File: src/rtl/aurora_tx_gearbox.sv
// 66b -> 32b transmit gearbox: pulls blocks on demand, inserts idles when the
// source is dry, and optionally scrambles the payload with 1+x^39+x^58.
`timescale 1ns/1ps

module aurora_tx_gearbox #(
  parameter int unsigned SCRAMBLE  = 1,
  parameter logic [63:0] IDLE_DATA = 64'h7800_0000_0000_0000,
  parameter logic [1:0]  IDLE_HDR  = 2'b10
) (
  input  logic        clk_i,
  input  logic        rst_i,
  input  logic        out_en_i,
  input  logic        in_valid_i,
  input  logic [1:0]  in_header_i,
  input  logic [63:0] in_data_i,
  output logic        in_ready_o,
  output logic [31:0] out_data_o,
  output logic        out_dv_o,
  output logic [5:0]  gbox_cnt_o,
  output logic        idle_ins_o
);

  // buf_q is MSB-aligned; the bits below the fill level are always zero.
  logic [96:0] buf_q, buf_d;
  logic [6:0]  fill_q, fill_d;
  logic [57:0] scr_q, scr_d;
  logic [5:0]  cnt_q;

  logic        load;
  logic [1:0]  blk_hdr;
  logic [63:0] blk_pay, blk_tx;
  logic [96:0] blk_al, merged;

  assign load       = out_en_i && (fill_q < 7'd32);
  assign in_ready_o = load && in_valid_i;
  assign blk_hdr    = in_valid_i ? in_header_i : IDLE_HDR;
  assign blk_pay    = in_valid_i ? in_data_i : IDLE_DATA;

  // Whole 64-bit scramble is unrolled so the block leaves in its load cycle.
  always_comb begin
    scr_d  = scr_q;
    blk_tx = blk_pay;
    if (SCRAMBLE != 0) begin
      for (int i = 63; i >= 0; i--) begin
        blk_tx[i] = blk_pay[i] ^ scr_d[38] ^ scr_d[57];
        scr_d     = {scr_d[56:0], blk_tx[i]};
      end
    end
    if (!load) begin
      scr_d = scr_q;
    end
  end

  always_comb begin
    blk_al = '0;
    if (load) begin
      blk_al = {blk_hdr, blk_tx, 31'b0} >> fill_q;
    end
    merged = buf_q | blk_al;
    buf_d  = merged << 32;
    fill_d = fill_q + (load ? 7'd66 : 7'd0) - 7'd32;
  end

  always_ff @(posedge clk_i or posedge rst_i) begin
    if (rst_i) begin
      buf_q      <= '0;
      fill_q     <= '0;
      scr_q      <= '1;
      cnt_q      <= '0;
      out_data_o <= '0;
      out_dv_o   <= 1'b0;
      gbox_cnt_o <= '0;
      idle_ins_o <= 1'b0;
    end else if (out_en_i) begin
      buf_q      <= buf_d;
      fill_q     <= fill_d;
      scr_q      <= scr_d;
      out_data_o <= merged[96:65];
      out_dv_o   <= 1'b1;
      gbox_cnt_o <= cnt_q;
      cnt_q      <= (cnt_q == 6'd32) ? 6'd0 : cnt_q + 6'd1;
      idle_ins_o <= load && !in_valid_i;
    end else begin
      out_dv_o   <= 1'b0;
      idle_ins_o <= 1'b0;
    end
  end

endmodule

File: config.mk
export PLATFORM = sky130hd
export DESIGN_NAME = aurora_tx_gearbox
export DESIGN_NICKNAME = d
export VERILOG_FILES = /design/src/rtl/aurora_tx_gearbox.sv
export SDC_FILE = /design/constraint.sdc
export NUM_CORES = 1
export LEC_CHECK = 0
export ABC_AREA = 1
export CORE_ASPECT_RATIO = 1.25
export CORE_MARGIN = 3
export CORE_UTILIZATION = 32
export CTS_BUF_LIST = sky130_fd_sc_hd__clkbuf_4
export DETAILED_ROUTE_END_ITERATION = 6
export SLEW_MARGIN = 10
export SYNTH_ARGS = -nofsm -noshare
export SYNTH_HDL_FRONTEND = slang
export SYNTH_SLANG_ARGS = --single-unit
File: constraint.sdc
create_clock -name clk_i -period 7.3 [get_ports clk_i]
set_input_delay 1.095 -clock clk_i [delete_from_list [all_inputs] [get_ports clk_i]]
set_output_delay 1.095 -clock clk_i [all_outputs]
set_load 0.005 [all_outputs]
Word-level counts from Yosys, hierarchy flattened
Cells that the tools add are included. W data, S select, Z words.

Word-level logic and storage cells: 155. Register bits after elaboration: 176. Output and inout port bits: 41.

Bitwise gates (word level): 129. Order comparisons: 1. Reductions and logical operators: 5. Mux-type cells: 7. Eq/ne operators: 1. Shifts and indexed selects: 1. $add $sub $neg: 3.

Operators with widths (number): $xor A1 B1 Y1 (128); $mux W97 (1); $or A97 B97 Y97 (1); $shr A97 B7 Y97 (1); $mux W64 (1); $add A7 B7 Y7 (1); $lt A7 B6 Y1 const B (1); $mux W7 (1); $sub A7 B6 Y7 const B (1); $add A6 B1 Y6 const B (1); $eq A6 B6 Y1 const B (1); $mux W6 (1); $logic_and A1 B1 Y1 (3); $mux W1 (2); $mux W2 (1); $reduce_and A2 Y1 (1); $logic_not A1 Y1 (1).

Logic depth before layout (Yosys ltp)
Depth after elaboration: 8. Depth in mapped cells: 18. Gate-level depth less buffers: 17.

Worst setup path after synthesis
OpenSTA, ideal clock, no wires.

Path type: input -> output. Start: in out_en_i. End: out in_ready_o. Stages on the path: 6. Buffers on the path: 2. Path slack: 4.291 ns. Arrival time: 1.914 ns. Cells stage by stage: inv_2 -> nor2_1 -> nand2_1 -> clkbuf_1 -> clkbuf_1 -> nor2_1.

Cells in the longest elaborated chain, start to end: 2.

RTL lines: start, declared (RTL line 12) `input logic out_en_i,`; $logic_and A1 B1 Y1 (RTL line 34) `assign load = out_en_i && (fill_q < 7'd32);`; $logic_and A1 B1 Y1 (RTL line 35) `assign in_ready_o = load && in_valid_i;`; end, declared (RTL line 16) `output logic in_ready_o,`.

Every way passes these cells.

Final worst setup path
Same ends and word-level chain as after synthesis.

==> metrics.cfg <==
[timing]
finClkSkew_ns=0.0299
slew_headroom=0.283
slew_viol_final=0
rsz0062_at_grt=no
timing_hold_violations_final=0
fin_crit_sh=0.606
setup_viol=0
tightest_slew_ns=1.07
max_freq_ghz=0.226
fin_setup_tns_ns=0
fin_crit_ns=4.42
setup_ws_ns=2.88

[worst_setup_path]
worst-path-buf-inv=4
worstReg2RegEnd=buf_q[64]$_DFFE_PP0P_
crit_top_cell=nor2_1
cp.depth=7
worst_setup_path_end_kind=output pin
crit_required_ns=6.20
r2r_setup_slack_ns=3.83
crit_path_end=in_ready_o
cpPeakStageDelay_ns=0.51
cp-startpoint=out_en_i
path_max_fanout=34
cp_cell_sequence=buf_2, clkinv_2, nor2_1, nand2_1, buf_4, nor2_1, clkdlybuf4s50_1
critPathSlowestCell=clkdlybuf4s50_1
critPathTopFamily=buffers and inverters
crit_type=in -> out
start_kind=primary input
critPathArrivalTime_ns=3.33
rr_worst_depth=9
worstReg2RegStart=fill_q[5]$_DFFE_PP0P_

[finish]
drive_above_1_share=0.0716
syn2layout_area_growth_pct=13.5
fin_nets=2003

[power]
p_leak_nw=6.61
peakVddDrop_uv=202
power.density_nw_per_um2=513

[cts]
cts_setup_buffers=0
postCtsHoldBufs=0
clkTransAtPathRegs_ns=0.18
cts.repair.resized=0
cts_buffers=17
h-tree-depth=4
cts.sinks=175
tritoncts=built
cts-root-buf=clkbuf_4
cts_max_path_buffers=2
clk_latency_ns=0.62

[detailed_routing]
vias=13162
wl_mm=47.9
drc_errors=0
ant_nets=0
drtPass1Iterations=6
wire_per_inst_um=19.7
via_per_inst=5.42
drt_iter0_markers=1485

[global_route]
grt_pass1_wl_mm=73.8
overflow=0
groute.usage.overall=0.233
antenna_found_initial=4
grt_max_degree=96
grt_pass1_vias=12417

[placement]
io_buffers=110
gp_congestion=1.01
dp_hpwl_mm=35.9
pre_cts_ws_ns=2.86

[yosys]
ys_seq_elements=175
synth-xor-area-share=0.0214
synth_top_area_frac=0.238
syn_avg_cell_area_um2=6.51
yosysWarnings=0
synth_compound_area_frac=0.108
synthCells=1890
syn_area_um2=12300
ys_seq_area_frac=0.362
ys_top_cells_by_area=dfrtp_1, nand2_1, nand3_1
synth_top_family_by_area=simple AND/OR/NAND/NOR gates
synthAdderAreaFrac=0.00509
synth_simple_gate_area_share=0.417
synth_nets=1965
synthMuxAreaShare=0
yosysUniqueCellTypes=42
post-synth-top-area-cell=dfrtp_1

[floorplanning]
die_area_um2=40800
die_h_um=225
ioPinCount=111
core_area_um2=37600
rows=79
initial_core_util=0.327
fp.dieW_um=181

[hold_path]
hp-class=reg -> reg
min_path_cells=1

[status]
status=complete, no violations

[flow_run]
max_cap_violations=0

-- flip-flops by register name, indices dropped and copies added, names as in the netlist --
signal,cells
out_data_o,32
out_dv_o,1
cnt_q,6
idle_ins_o,1
fill_q,6
scr_q,58
gbox_cnt_o,6
buf_q,65
-- cells in the mapped netlist --
library cell	count
a211oi_1	4
a21o_1	3
a21oi_1	35
a22o_1	2
a31oi_1	31
a41oi_1	1
and2_1	2
buf_1	22
buf_2	26
buf_4	3
buf_6	5
buf_8	1
clkbuf_1	50
clkinv_1	1
dfrtp_1	117
dfstp_2	58
ha_1	5
inv_1	145
inv_2	6
inv_4	1
nand2_1	607
nand2_2	4
nand3_1	402
nand3_2	5
nand3b_1	8
nand3b_4	1
nand4_1	15
nor2_1	124
nor2_2	2
nor3_1	3
nor4_1	1
o211ai_1	27
o21a_1	2
o21ai_0	83
o21ai_1	41
o21ai_2	1
o22a_1	1
o22ai_1	3
or2_1	9
or2_2	3
xnor2_1	6
xor2_1	24
-- report_power, final --
part	internal, mW	switching, mW
sequential	1.50	0.325
combinational	1.37	3.32
clock	0.223	0.428
-- how the worst min path moves through the flow --
stage / from / to / slack [ns]
after detailed placement: cnt_q[5]$_DFFE_PP0P_ / cnt_q[5]$_DFFE_PP0P_ / 0.46
final: cnt_q[5]$_DFFE_PP0P_ / cnt_q[5]$_DFFE_PP0P_ / 0.48
after floorplan: cnt_q[5]$_DFFE_PP0P_ / cnt_q[5]$_DFFE_PP0P_ / 0.43
after CTS: cnt_q[5]$_DFFE_PP0P_ / cnt_q[5]$_DFFE_PP0P_ / 0.48
after global routing: cnt_q[5]$_DFFE_PP0P_ / cnt_q[5]$_DFFE_PP0P_ / 0.51
after global placement: cnt_q[5]$_DFFE_PP0P_ / cnt_q[5]$_DFFE_PP0P_ / 0.45
-- kinds of logic after synthesis --
kind of cell    count (synthesis)
flops                         175
buf+inv                       260
simple gates                 1186
xor+xnor                       30
fa+ha+maj                       5
compound gates                234
-- placed cells by master (no fill, tap or decap), drive strengths merged, types with 17 or more instances in the layout --
master | netlist | routed
nand2 | 611 | 611
buf | 57 | 18
dfstp | 58 | 58
a31oi | 31 | 31
clkbuf | 50 | 17
inv | 152 | 160
nor2 | 126 | 126
dfrtp | 117 | 117
clkdlybuf4s50 | 0 | 108
xor2 | 24 | 24
a21oi | 35 | 35
nand3 | 407 | 407
o21ai | 125 | 125
o211ai | 27 | 27
-- metrics by stage --
step                      hold WS [ns]  power (mW)  std cells  area (µm²)   util
after floorplan                  0.432        4.78       1890       12300      -
after global placement           0.451        6.38       2395       13600  0.363
after detailed placement         0.456        6.43       2395       13600  0.363
after CTS                        0.480        7.09       2427       14000  0.372
after global routing             0.511        7.75       2429       14000  0.372
final                            0.475        7.16       2429       14000  0.372
-- metal layers --
| layer | share of wire | vias to the layer above | global-route usage |
|---|---|---|---|
| met5 | 0.00015 | - | 0 |
| met4 | 0.040 | 2 | 0.0858 |
| met3 | 0.074 | 86 | 0.0347 |
| met2 | 0.46 | 555 | 0.374 |
| met1 | 0.43 | 6215 | 0.319 |
| li1 | - | 6304 | - |
-- final cells by class --
type / count / area [µm²]
multi-input combinational: 1455 / 6780
timing repair buffer: 126 / 1210
clock inverter: 15 / 190
fill: 4096 / 23600
sequential: 175 / 4460
clock buffer: 17 / 128
inverter: 153 / 583
antenna: 2 / 5.00
tap: 486 / 608
No activity file was read; power rests on OpenSTA's default activity.
